## config.mk

```make
export PLATFORM = sky130hd
export DESIGN_NAME = tinyml_hw_accel_nearest_neighbor_upscale
export DESIGN_NICKNAME = d
export VERILOG_FILES = /design/src/rtl/tinyml_hw_accel_pkg.sv /design/src/rtl/tinyml_hw_accel_line_buffer.sv /design/src/rtl/tinyml_hw_accel_nearest_neighbor_upscale.sv
export SDC_FILE = /design/constraint.sdc
export NUM_CORES = 1
export LEC_CHECK = 0
export CAP_MARGIN = 20
export CORE_UTILIZATION = 55
export DETAILED_ROUTE_END_ITERATION = 7
export DONT_BUFFER_PORTS = 1
export HOLD_SLACK_MARGIN = 0.05
export PLACE_DENSITY_LB_ADDON = 0.3
export SLEW_MARGIN = 0
export SYNTH_ARGS = -nofsm -noshare
export SYNTH_HDL_FRONTEND = slang
export SYNTH_SLANG_ARGS = --single-unit
```

## constraint.sdc

```tcl
create_clock -name clk -period 8.1 [get_ports clk]
set_clock_uncertainty 0.2 [all_clocks]
set_input_delay 0.81 -clock clk [delete_from_list [all_inputs] [get_ports clk]]
set_output_delay 0.81 -clock clk [all_outputs]
set_load 0.1 [all_outputs]
```

## src/rtl/tinyml_hw_accel_pkg.sv

```systemverilog
// ---------------------------------------------------------------------------
// tinyml_hw_accel_pkg
// Shared definitions for the TinyML accelerator pixel-stream blocks.
//   CNT_W      : width of pixel/row counters (frames up to 2047 wide/high)
//   ACC_W      : width of the 16.16-style fixed-point scale accumulators
//   nn_state_e : FILL/EMIT state of the nearest-neighbour upscaler
//   nn_ratio() : fixed-point source step per output pixel/row
// ---------------------------------------------------------------------------
package tinyml_hw_accel_pkg;

    localparam int CNT_W = 11;
    localparam int ACC_W = 27;

    typedef enum logic {
        ST_FILL = 1'b0,
        ST_EMIT = 1'b1
    } nn_state_e;

    // The +1 biases the step upward so that the last output coordinate still
    // truncates onto the last source coordinate instead of one short of it.
    function automatic logic [ACC_W-1:0] nn_ratio(input int unsigned in_dim,
                                                  input int unsigned out_dim);
        nn_ratio = ACC_W'(((in_dim << 16) / out_dim) + 1);
    endfunction

endpackage

```

## src/rtl/tinyml_hw_accel_line_buffer.sv

```systemverilog
// ---------------------------------------------------------------------------
// tinyml_hw_accel_line_buffer
// Simple dual-port RAM holding one row of pixels.
//   clk       : clock
//   rst       : synchronous active-high reset, clears the read register only
//   i_wr_en   : write strobe
//   i_wr_addr : write address
//   i_wr_data : write data
//   i_rd_en   : read enable; also the clock enable of the read register
//   i_rd_addr : read address
//   o_rd_data : registered read data, valid the cycle after i_rd_en
// ---------------------------------------------------------------------------
module tinyml_hw_accel_line_buffer #(
    parameter int DATA_W = 8,
    parameter int DEPTH  = 3,
    parameter int ADDR_W = 2
) (
    input  logic              clk,
    input  logic              rst,
    input  logic              i_wr_en,
    input  logic [ADDR_W-1:0] i_wr_addr,
    input  logic [DATA_W-1:0] i_wr_data,
    input  logic              i_rd_en,
    input  logic [ADDR_W-1:0] i_rd_addr,
    output logic [DATA_W-1:0] o_rd_data
);

    logic [DATA_W-1:0] r_mem [0:DEPTH-1];

    always_ff @(posedge clk) begin
        if (i_wr_en) begin
            r_mem[i_wr_addr] <= i_wr_data;
        end
    end

    // The read register holds its value when i_rd_en is low, so a consumer
    // can use it directly as a stalled output stage.
    always_ff @(posedge clk) begin
        if (rst) begin
            o_rd_data <= '0;
        end else if (i_rd_en) begin
            o_rd_data <= r_mem[i_rd_addr];
        end
    end

endmodule

```

## src/rtl/tinyml_hw_accel_nearest_neighbor_upscale.sv

```systemverilog
// ---------------------------------------------------------------------------
// tinyml_hw_accel_nearest_neighbor_upscale
// Streaming nearest-neighbour upscaler, single channel, 1 pixel/clk.
// Buffers one input row (FILL), then replays it as one or more output rows
// (EMIT), stepping source coordinates with fixed-point accumulators.
//   clk                  : clock
//   rst                  : synchronous active-high reset
//   in_pixel_data        : input pixel, raster order
//   in_pixel_data_valid  : input pixel valid
//   in_pixel_data_ready  : input pixel accepted this cycle (FILL only)
//   out_pixel_data       : output pixel, raster order
//   out_pixel_data_valid : output pixel valid
//   out_pixel_data_ready : downstream accepts the output pixel
//   out_frame_done       : pulse when the last output pixel of a frame transfers
// ---------------------------------------------------------------------------
module tinyml_hw_accel_nearest_neighbor_upscale
    import tinyml_hw_accel_pkg::*;
#(
    parameter int PIXEL_DATA_WIDTH = 8,
    parameter int IN_FRAME_WIDTH   = 3,
    parameter int IN_FRAME_HEIGHT  = 3,
    parameter int OUT_FRAME_WIDTH  = 8,
    parameter int OUT_FRAME_HEIGHT = 8
) (
    input  logic                        clk,
    input  logic                        rst,
    input  logic [PIXEL_DATA_WIDTH-1:0] in_pixel_data,
    input  logic                        in_pixel_data_valid,
    output logic                        in_pixel_data_ready,
    output logic [PIXEL_DATA_WIDTH-1:0] out_pixel_data,
    output logic                        out_pixel_data_valid,
    input  logic                        out_pixel_data_ready,
    output logic                        out_frame_done
);

    if (OUT_FRAME_WIDTH < IN_FRAME_WIDTH || OUT_FRAME_HEIGHT < IN_FRAME_HEIGHT) begin : g_bad_ratio
        $error("upscaler: output dimensions must be >= input dimensions");
    end
    if (IN_FRAME_WIDTH < 1 || OUT_FRAME_WIDTH > 2047) begin : g_bad_width
        $error("upscaler: frame widths must lie in 1..2047");
    end

    localparam logic [ACC_W-1:0] X_RATIO    = nn_ratio(IN_FRAME_WIDTH, OUT_FRAME_WIDTH);
    localparam logic [ACC_W-1:0] Y_RATIO    = nn_ratio(IN_FRAME_HEIGHT, OUT_FRAME_HEIGHT);
    localparam int               LB_AW      = (IN_FRAME_WIDTH > 1) ? $clog2(IN_FRAME_WIDTH) : 1;
    localparam logic [CNT_W-1:0] IN_W_LAST  = CNT_W'(IN_FRAME_WIDTH - 1);
    localparam logic [CNT_W-1:0] OUT_W_LAST = CNT_W'(OUT_FRAME_WIDTH - 1);
    localparam logic [CNT_W-1:0] OUT_H_LAST = CNT_W'(OUT_FRAME_HEIGHT - 1);

    nn_state_e        r_state;
    nn_state_e        w_next_state;
    logic [CNT_W-1:0] r_ix;
    logic [CNT_W-1:0] r_iy;
    logic [CNT_W-1:0] r_ox;
    logic [CNT_W-1:0] r_oy;
    logic [ACC_W-1:0] r_x_acc;
    logic [ACC_W-1:0] r_y_acc;
    logic             r_out_valid;
    logic             r_last;

    logic             w_in_fire;
    logic             w_issue;
    logic             w_row_end;
    logic             w_frame_end;
    logic [ACC_W-1:0] w_y_acc_next;
    logic [CNT_W-1:0] w_src_y_next;
    logic             w_new_src_row;
    logic [CNT_W-1:0] w_src_x;
    logic [CNT_W-1:0] w_rd_x;

    // Next-state and handshake decode
    always_comb begin
        w_next_state        = r_state;
        in_pixel_data_ready = (r_state == ST_FILL) && !rst;
        w_in_fire           = in_pixel_data_valid && in_pixel_data_ready;
        // The output register may only be reloaded when it is empty or being
        // drained this cycle; this is what keeps data stable under stall.
        w_issue             = (r_state == ST_EMIT) && (!r_out_valid || out_pixel_data_ready);
        w_row_end           = w_issue && (r_ox == OUT_W_LAST);
        w_frame_end         = w_row_end && (r_oy == OUT_H_LAST);
        w_y_acc_next        = r_y_acc + Y_RATIO;
        w_src_y_next        = w_y_acc_next[ACC_W-1:16];
        // Source row advances by at most one per output row since OUT >= IN.
        w_new_src_row       = (w_src_y_next != r_iy);

        case (r_state)
            ST_FILL: begin
                if (w_in_fire && (r_ix == IN_W_LAST)) begin
                    w_next_state = ST_EMIT;
                end
            end
            ST_EMIT: begin
                if (w_frame_end || (w_row_end && w_new_src_row)) begin
                    w_next_state = ST_FILL;
                end
            end
            default: w_next_state = ST_FILL;
        endcase
    end

    // Extreme ratios can push the truncated x coordinate one past the row;
    // clamp so the RAM is never addressed out of range.
    always_comb begin
        w_src_x = r_x_acc[ACC_W-1:16];
        w_rd_x  = (w_src_x > IN_W_LAST) ? IN_W_LAST : w_src_x;
    end

    // State, counters and output-valid register
    always_ff @(posedge clk) begin
        if (rst) begin
            r_state     <= ST_FILL;
            r_ix        <= '0;
            r_iy        <= '0;
            r_ox        <= '0;
            r_oy        <= '0;
            r_x_acc     <= '0;
            r_y_acc     <= '0;
            r_out_valid <= 1'b0;
            r_last      <= 1'b0;
        end else begin
            r_state <= w_next_state;

            if (w_in_fire) begin
                r_ix <= (r_ix == IN_W_LAST) ? '0 : r_ix + 1'b1;
            end

            if (w_issue) begin
                r_out_valid <= 1'b1;
                r_last      <= w_frame_end;
                if (w_row_end) begin
                    r_ox    <= '0;
                    r_x_acc <= '0;
                    if (w_frame_end) begin
                        r_oy    <= '0;
                        r_iy    <= '0;
                        r_y_acc <= '0;
                    end else begin
                        r_oy    <= r_oy + 1'b1;
                        r_y_acc <= w_y_acc_next;
                        if (w_new_src_row) begin
                            r_iy <= r_iy + 1'b1;
                        end
                    end
                end else begin
                    r_ox    <= r_ox + 1'b1;
                    r_x_acc <= r_x_acc + X_RATIO;
                end
            end else if (out_pixel_data_ready) begin
                r_out_valid <= 1'b0;
            end
        end
    end

    // Row storage; its read register is the output pixel register
    tinyml_hw_accel_line_buffer #(
        .DATA_W (PIXEL_DATA_WIDTH),
        .DEPTH  (IN_FRAME_WIDTH),
        .ADDR_W (LB_AW)
    ) u_line_buffer (
        .clk       (clk),
        .rst       (rst),
        .i_wr_en   (w_in_fire),
        .i_wr_addr (LB_AW'(r_ix)),
        .i_wr_data (in_pixel_data),
        .i_rd_en   (w_issue),
        .i_rd_addr (LB_AW'(w_rd_x)),
        .o_rd_data (out_pixel_data)
    );

    assign out_pixel_data_valid = r_out_valid;
    assign out_frame_done       = r_out_valid && out_pixel_data_ready && r_last && !rst;

    a_no_accept_in_emit: assert property (@(posedge clk) disable iff (rst)
        (r_state == ST_EMIT) |-> !w_in_fire);

endmodule

```

Yosys cells after proc, flatten, opt, wreduce, memory -nomap -nowiden
Memory sizes are Yosys's and may differ from the RTL's. A register that Yosys moved wholly into a read port is not among the register bits.
Index checks and enable logic that the tools add are counted.

storage, ports and cells
  register bits = 101
  bits in latches = 0
  bits in writable memories = 24
  ROM bits = 0
  input bits = 12
  output and inout bits = 11
  logic and storage cells = 55
  memories = 1

memory list
  name                 depth  width  rd ports  clocked after memory_dff  write ports  line                               text
  u_line_buffer.r_mem  3      8      1         1                         1            tinyml_hw_accel_line_buffer.sv:28  logic [DATA_W-1:0] r_mem [0:DEPTH-1];

operators by class
  $add $sub $neg = 6
  multiply operators = 0
  divide/modulo/power cells = 0
  order comparisons = 1
  equal/unequal tests = 4
  shifts and indexed selects = 0
  mux-type cells = 15
  bitwise operators = 1
  reductions and logical operators = 18

operators by type and width
  kind                    number
  $mux 11                 5
  $add 27x15->27 const B  2
  $mux 27                 2
  $add 11x1->11 const B   4
  $eq 11x3->1 const B     2
  $eq 11x2->1 const B     1
  $gt 11x2->1 const B     1
  $ne 11x11->1            1
  $logic_and 1x1->1       10
  $mux 1                  6
  $reduce_bool 2->1       2
  $reduce_and 3->1        1
  $logic_not 1->1         2
  $logic_or 1x1->1        2
  $mux 2                  1
  $pmux 1 s2              1
  $reduce_and 2->1        1
  $not 1->1               1

Longest topological paths before layout
Gate-level depths: netlist (run 1).

  depth after elaboration = 8
  gate-level depth with buffers = 11
  mapped depth without buffers = 9

Cells and area by module
From an unflattened synthesis (run 1), not the netlist that was laid out.

unflattened totals
  cells, all modules = 660
  area, all modules = 6193.4 um2

modules (own cells, without submodules)
  module                                    instances  cells an instance  area each (um2)  sequential area each (um2)
  tinyml_hw_accel_nearest_neighbor_upscale  1          587                4922.2           2021.9
  tinyml_hw_accel_line_buffer               1          73                 1271.2           880.8

Worst setup path after synthesis (run 1)
Ideal clock, no wire load.

  path type = input port to flip-flop
  start point = in rst
  end point = reg r_ix[0]
  setup time = 128 ps
  arrival time = 3294 ps
  data required time = 7772 ps
  slack = 4478 ps
  cell stages on the path = 6
  buffers on the path = 1
  cell sequence = nor2_1 and3_1 and3_1 or2_2 clkbuf_1 nor2_1

on the way
  word-level cells in the longest chain between the ends = 3

ends and longest elaborated chain
  item                  line                                             text
  from (decl)           tinyml_hw_accel_nearest_neighbor_upscale.sv:26   input logic rst,
  $logic_not 1->1       tinyml_hw_accel_nearest_neighbor_upscale.sv:74   in_pixel_data_ready = (r_state == ST_FILL) && !rst;
  $logic_and 1x1->1     tinyml_hw_accel_nearest_neighbor_upscale.sv:74
  $logic_and 1x1->1     tinyml_hw_accel_nearest_neighbor_upscale.sv:75   w_in_fire = in_pixel_data_valid && in_pixel_data_ready;
  to (signal assigned)  tinyml_hw_accel_nearest_neighbor_upscale.sv:124  r_ix <= (r_ix == IN_W_LAST) ? '0 : r_ix + 1'b1;
  to (decl)             tinyml_hw_accel_nearest_neighbor_upscale.sv:52   logic [CNT_W-1:0] r_ix;

Parallel ways exist; a longest one is shown, timed or not.
A chain may end at the register's enable or synchronous reset.

Worst setup path in the final report (run 1)
  start point = reg r_out_valid (netlist: out_pixel_data_valid)
  end point = reg r_iy[6]

on the way
  word-level cells in the longest chain between the ends = 7
  elaborated cells between the ends (all ways) = 8
  those cells by class = 1 x mux; 7 x reduce/logical

ends and longest elaborated chain
  item                         line                                             text
  from (decl)                  tinyml_hw_accel_nearest_neighbor_upscale.sv:58   logic r_out_valid;
  from (signal assigned)       tinyml_hw_accel_nearest_neighbor_upscale.sv:118  r_out_valid <= 1'b0;
  from (signal assigned)       tinyml_hw_accel_nearest_neighbor_upscale.sv:128  r_out_valid <= 1'b1;
  from (signal assigned)       tinyml_hw_accel_nearest_neighbor_upscale.sv:149  r_out_valid <= 1'b0;
  $logic_not 1->1 (*)          tinyml_hw_accel_nearest_neighbor_upscale.sv:78   w_issue = (r_state == ST_EMIT) && (!r_out_valid || out_pixel_data_ready);
  $logic_or 1x1->1 (*)         tinyml_hw_accel_nearest_neighbor_upscale.sv:78
  $logic_and 1x1->1 (*)        tinyml_hw_accel_nearest_neighbor_upscale.sv:78
  $logic_and 1x1->1            tinyml_hw_accel_nearest_neighbor_upscale.sv:79   w_row_end = w_issue && (r_ox == OUT_W_LAST);
  $logic_and 1x1->1            tinyml_hw_accel_nearest_neighbor_upscale.sv:80   w_frame_end = w_row_end && (r_oy == OUT_H_LAST);
  $reduce_bool 2->1 (no line)  -
  $reduce_and 3->1 (no line)   -
  to (signal assigned)         tinyml_hw_accel_nearest_neighbor_upscale.sv:141  r_iy <= r_iy + 1'b1;
  to (decl)                    tinyml_hw_accel_nearest_neighbor_upscale.sv:53   logic [CNT_W-1:0] r_iy;

Every way passes the cells marked *; elsewhere a longest branch is shown, timed or not.

==> results.py, run 1 <==
metrics = {
    "status": {
        "status": "finished clean",
    },
    "critical_path": {
        "crit_chain": "nand2b_1 -> and2_1 -> and4_1 -> nand2_1 -> nor2_1 -> nand2b_1 -> o31ai_1",
        "cp.required_ns": 8.24,
        "critical_path.max_fanout": 25,
        "cpMostUsedCell": "nand2b_1",
        "critPathKind": "reg2reg",
        "cp-end-kind": "flip-flop",
        "crit_arrival_ns": 4.69,
        "slowest_stage": "and4_1",
        "setup.worst_path.start_class": "flip-flop",
        "critPathMaxStageDelay_ns": 0.84,
        "rr_worst_depth": 7,
    },
    "sta": {
        "fin_setup_tns_ns": 0,
        "holdWs_ns": 0.253,
        "final-hold-violation-count": 0,
        "rsz0062_at_grt": "no",
        "period_minus_slack_ns": 4.56,
        "maxSlewHeadroom_pct": 31.9,
        "setup_viol_count_final": 0,
        "worst_slack_ns": 3.54,
        "fmax_mhz": 219,
        "fin_crit_sh_pct": 56.2,
        "tightest_slew_ns": 1.01,
        "slew_violations": 0,
    },
    "clocking": {
        "cts_buffers": 17,
        "clkTransAtPathRegs_ns": 0.06,
        "cts_setup_buffers": 0,
        "cts_buffer_depth": 2,
        "cts_resized": 0,
        "cts_tree": "done",
        "worstSkewPairLatency_ns": 0.42,
        "cts_hold_buffers": 0,
        "numClockSinks": 133,
        "root_buffer": "clkbuf_16",
        "htreeDepth": 4,
    },
    "route": {
        "post_drt_wl_per_cell_um": 15.5,
        "vias_per_cell": 5.96,
        "drt-initial-drc-count": 495,
        "antenna_left": 0,
        "routed_wl_mm": 13.1,
        "dr.pass1.iters": 6,
        "drc": 0,
        "vias": 5038,
    },
    "finish": {
        "area_growth_pct": 11.7,
        "ff_latch_area_sq_um": 2900,
        "diodes": 0,
        "fillCellCount": 883,
        "mostFrequentLayoutCell": "dfxtp_1",
        "final_cell_mix": "dfxtp_1, nor2_1, nand2_1, xor2_1, o21ai_0",
        "fin_cells": 845,
        "multi_input_area_sq_um": 3170,
        "drive_gt1_share_pct": 6.67,
        "final_nets": 713,
    },
    "synth": {
        "syn-num-nets": 721,
        "synth_warnings": 0,
        "synth.distinct_cells": 58,
        "synth-edff-count": 24,
        "synth_area_sq_um": 6240,
        "synth_seq_area_share_pct": 46.5,
        "synth_seq_cells": 133,
        "syn_inst": 700,
        "syn_avg_cell_area_sq_um": 8.91,
        "async_flop_share_pct": 0,
        "synthFlopType": "dfxtp_1",
    },
    "grt": {
        "grt_max_degree": 39,
        "grt_overflow_total": 0,
        "grt_pass1_wl_mm": 21.7,
        "antenna_found_initial": 0,
        "grt_pass1_vias": 4635,
        "grt.total_usage_pct": 23.9,
    },
    "place": {
        "dp_hpwl_mm": 8.60,
        "port_buffers": 0,
        "place_ws_ns": 3.64,
        "placed_cells": 813,
        "place.gp.congestion": 0.855,
    },
    "pwr": {
        "total_power_mw": 1.58,
        "peakVddDrop_uv": 199,
        "power.leakage_nw": 2.46,
        "powerDensity_nw_per_um2": 227,
    },
    "worst_hold_path": {
        "hold_depth": 1,
        "min_path_type": "in2reg",
    },
    "floorplan": {
        "std_cell_rows": 38,
        "die_x_um": 108,
        "dieArea_sq_um": 11800,
        "io_pins": 23,
        "start_util_pct": 57.0,
        "core_region_area_sq_um": 10900,
        "die_h_um": 108,
    },
    "flow_run": {
        "cap_violations": 0,
    },
}
cell families after synthesis:
group	Yosys count	share of synthesized area, %
AND/OR/NAND/NOR	313	25.5
multiplexers	8	1.28
adder cells (fa/ha/maj)	9	1.81
AO/OA/AOI/OAI	122	11.8
XOR/XNOR	74	10.4
buffers and inverters	41	2.69
flip-flops	133	46.5
worst max-delay path: cells and delay by family (launching register included):
family           cells  cell delay [ns]
flip-flops           1             0.65
AO/OA/AOI/OAI        1             0.31
AND/OR/NAND/NOR      6             3.31
power breakdown:
part	switching, mW	total (mW)	leakage, nW	internal [mW]
Clock	0.305	0.853	0.310	0.548
Sequential	0.0166	0.699	1.10	0.682
Combinational	0.0241	0.0334	1.06	0.00923
cell type report:
| type | count | share of cell area (%) |
|---|---|---|
| clock inverter | 15 | 3.31 |
| timing repair buffer | 3 | 0.323 |
| multi-input combinational | 526 | 45.5 |
| sequential | 133 | 41.7 |
| inverter | 11 | 0.593 |
| clock buffer | 17 | 6.11 |
| tap | 140 | 2.51 |
final timing paths:
path | from | endpoint | slack (ns)
worst max-delay path | out_pixel_data_valid | r_iy[6] | 3.54
worst min-delay path | rst | r_y_acc[0] | 0.25
worst max register to register | out_pixel_data_valid | r_iy[6] | 3.54
worst min register to register | r_y_acc[26] | r_y_acc[26] | 0.29
sequential cells by signal, indices dropped and copies added, names as in the netlist:
register                 cells
r_x_acc                     27
r_y_acc                     27
u_line_buffer.r_mem         24
r_ix                        11
r_iy                        11
r_ox                        11
r_oy                        11
u_line_buffer.o_rd_data      8
out_pixel_data_valid         1
r_last                       1
r_state                      1
metal layers:
metal	GRT usage, %	part of all wire, %	vias to the layer above
met1	29.1	45	2387
met3	6.87	5.7	33
met2	38.2	47	150
met5	0	0	-
met4	12.2	2.5	0
li1	-	-	2468
per-stage QoR:
step / utilization (%) / area [sq um]
4_1_cts: 63.7 / 6970
3_3_place_gp: 57.7 / 6310
2_1_floorplan: - / 6240
5_1_grt: 63.7 / 6970
6_report: 63.7 / 6970
3_5_place_dp: 57.7 / 6310
synth_stat cells, types with 3 or more instances:
cell type  number  area [sq um]
nor4_1          7          43.8
dfxtp_1       109          2180
and2_1          6          37.5
a21oi_1        35           175
or3_1          11          68.8
nand2b_1        8          50.1
nor2b_1         4          25.0
clkbuf_1       22          82.6
o211ai_1        5          37.5
edfxtp_1       24           721
nand3_1        32           160
nand2_1        67           251
ha_1            9           113
xnor2_1        27           236
or4_1           3          22.5
o31ai_1         6          45.0
a31oi_1         6          37.5
and4_1          7          61.3
and3_1         22           138
xor2_1         47           412
buf_1           4          15.0
mux2i_1         8          80.1
inv_1          11          41.3
nand4_1        23           144
o21ai_0        46           230
nor2_1         92           345
nor3_1         16          80.1
No activity file was read; power rests on OpenSTA's default activity.
==> run 2: changes to the inputs <==
- clock period: 8.1 -> 4 ns (I/O delays scaled with it)
==> run 2 against run 1 <==
Net effect: critical path depth rose by 3; global-route usage barely moved; final area rose by 0.45%; routed wire length rose by 0.11%; final cell count rose by 2.0%; core utilization rose by 0.29 points; highest routed layer unchanged; hold slack got worse by 0.16 ns; first-iteration DRC count fell by 12%; combinational power rose to 2.6 times the previous value; flip-flop and latch count did not move.
==> results.py, run 2 (synthesis results as in run 1) <==
metrics = {
    "route": {
        "post_drt_wl_per_cell_um": 15.2,
        "drt-initial-drc-count": 438,
        "vias": 5022,
        "vias_per_cell": 5.83,
        "routed_wl_mm": 13.1,
        "antenna_left": 0,
        "dr.pass1.iters": 4,
        "drc": 0,
    },
    "finish": {
        "final_cell_mix": "dfxtp_1, nor2_1, nand2_1, xor2_1, o21ai_0",
        "finish.instance_area_sq_um": 7000,
        "final_nets": 730,
        "mostFrequentLayoutCell": "dfxtp_1",
        "reg_top3": "r_x_acc x27, r_y_acc x27, u_line_buffer.r_mem x24",
        "area_growth_pct": 12.2,
        "drive_gt1_share_pct": 7.20,
        "fillCellCount": 882,
        "diodes": 0,
    },
    "sta": {
        "period_minus_slack_ns": 3.18,
        "worst_slack_ns": 0.825,
        "maxSlewHeadroom_pct": 34.8,
        "fin_setup_tns_ns": 0,
        "fin_crit_sh_pct": 79.4,
        "tightest_slew_ns": 0.977,
        "slew_violations": 0,
        "rsz0062_at_grt": "no",
        "fmax_mhz": 315,
        "final-hold-violation-count": 0,
        "holdWs_ns": 0.0943,
        "setup_viol_count_final": 0,
    },
    "critical_path": {
        "crit_arrival_ns": 3.26,
        "r2r_start": "r_y_acc[0]",
        "cp.required_ns": 4.08,
        "cp-end-kind": "flip-flop",
        "rr_worst_depth": 10,
        "critical_path.max_fanout": 12,
        "critPathKind": "reg2reg",
        "r2r_setup_slack_ns": 0.82,
        "crit_path_end": "r_iy[8]",
        "crit_path_start": "r_y_acc[0]",
        "r2r_end": "r_iy[8]",
        "setup.worst_path.start_class": "flip-flop",
    },
    "pwr": {
        "switchingPower_mw": 0.682,
        "total_power_mw": 2.88,
        "p_comb_share_pct": 3.0,
        "p_seq_share_pct": 48.9,
        "clkPwrFrac_pct": 48.1,
        "peakVddDrop_uv": 494,
        "switching_share_pct": 23.7,
        "power.leakage_nw": 2.48,
        "powerDensity_nw_per_um2": 412,
        "p_int_mw": 2.20,
    },
    "floorplan": {
        "std_cell_rows": 38,
        "dieArea_sq_um": 11800,
        "die_h_um": 108,
        "io_pins": 23,
        "start_util_pct": 57.0,
        "core_region_area_sq_um": 10900,
        "die_x_um": 108,
    },
    "grt": {
        "grt_pass1_vias": 4633,
        "antenna_found_initial": 0,
        "grt_overflow_total": 0,
        "grt_pass1_wl_mm": 21.8,
        "grt_max_degree": 26,
        "grt.total_usage_pct": 23.8,
    },
    "place": {
        "dp_hpwl_mm": 8.83,
        "place.gp.congestion": 0.871,
        "placed_cell_area_sq_um": 6350,
        "place_ws_ns": 0.839,
        "port_buffers": 0,
    },
    "clocking": {
        "clkTransAtPathRegs_ns": 0.06,
        "worstSkewPairLatency_ns": 0.41,
        "cts_tree": "done",
        "numClockSinks": 133,
        "cts_buffers": 17,
        "cts_resized": 0,
        "root_buffer": "clkbuf_16",
        "cts_setup_buffers": 0,
        "cts_buffer_depth": 2,
        "htreeDepth": 4,
    },
    "worst_hold_path": {
        "min_path_type": "in2reg",
        "hp-start": "rst",
    },
    "flow_run": {
        "cap_violations": 0,
    },
    "status": {
        "status": "finished clean",
    },
}
-- run 2: worst min-delay path by stage --
stage,end,slack [ns],cells after the start
after floorplan,r_y_acc[26],0.26,2
after global placement,r_x_acc[6],0.27,2
after detailed placement,r_y_acc[22],0.28,1
after CTS,r_ix[3],0.09,2
after global routing,r_ix[0],0.10,2
final,r_ix[0],0.09,2
-- run 2: layout make-up --
type	instances	area (sq um)	area share (%)
Clock buffer	17	425	6.08
Clock inverter	15	106	1.52
Inverter	11	41.3	0.590
Multi-Input combinational cell	526	3170	45.3
Sequential cell	133	2900	41.5
Tap cell	140	175	2.50
Timing Repair Buffer	20	178	2.54
-- run 2: metrics by stage --
| step | utilization (%) | instances |
|---|---|---|
| floorplan | - | 700 |
| global placement | 58.1 | 819 |
| detailed placement | 58.1 | 819 |
| CTS | 64.0 | 862 |
| global route | 64.0 | 862 |
| finish | 64.0 | 862 |
-- run 2: metal layers --
metal  vias to the layer above  GRT usage [%]  part of all wire [%]
met5                         -              0                     0
met4                         0           7.92                   1.8
met3                        27           7.29                   5.7
met2                       129           38.1                    47
met1                      2363           30.6                    45
li1                       2503              -                     -
-- run 2: power by group through the flow --
stage	clock network (mW)	registers, mW	logic [mW]
6_report	1.39	1.41	0.0861
5_1_grt	1.47	1.41	0.0944
4_1_cts	1.41	1.41	0.0860
3_5_place_dp	0	1.44	0.0714
3_3_place_gp	0	1.44	0.0691
2_1_floorplan	0	1.44	0.0552
-- run 2: worst max-delay path, cell delays in order, from the launching register on --
cell	delay, ns
dfxtp_1	0.41
ha_1	0.20
nand4_1	0.17
o31ai_2	0.49
and3_4	0.30
xnor2_1	0.07
or3_4	0.34
nor4_2	0.21
buf_4	0.22
nand2b_1	0.29
o21ai_0	0.14
-- run 2: repair_timing --
| item | in CTS | in global routing |
|---|---|---|
| setup endpoints to repair | 0 | 0 |
| hold buffers | 11 | 0 |
| endpoints found under the hold margin | 43 | 0 |
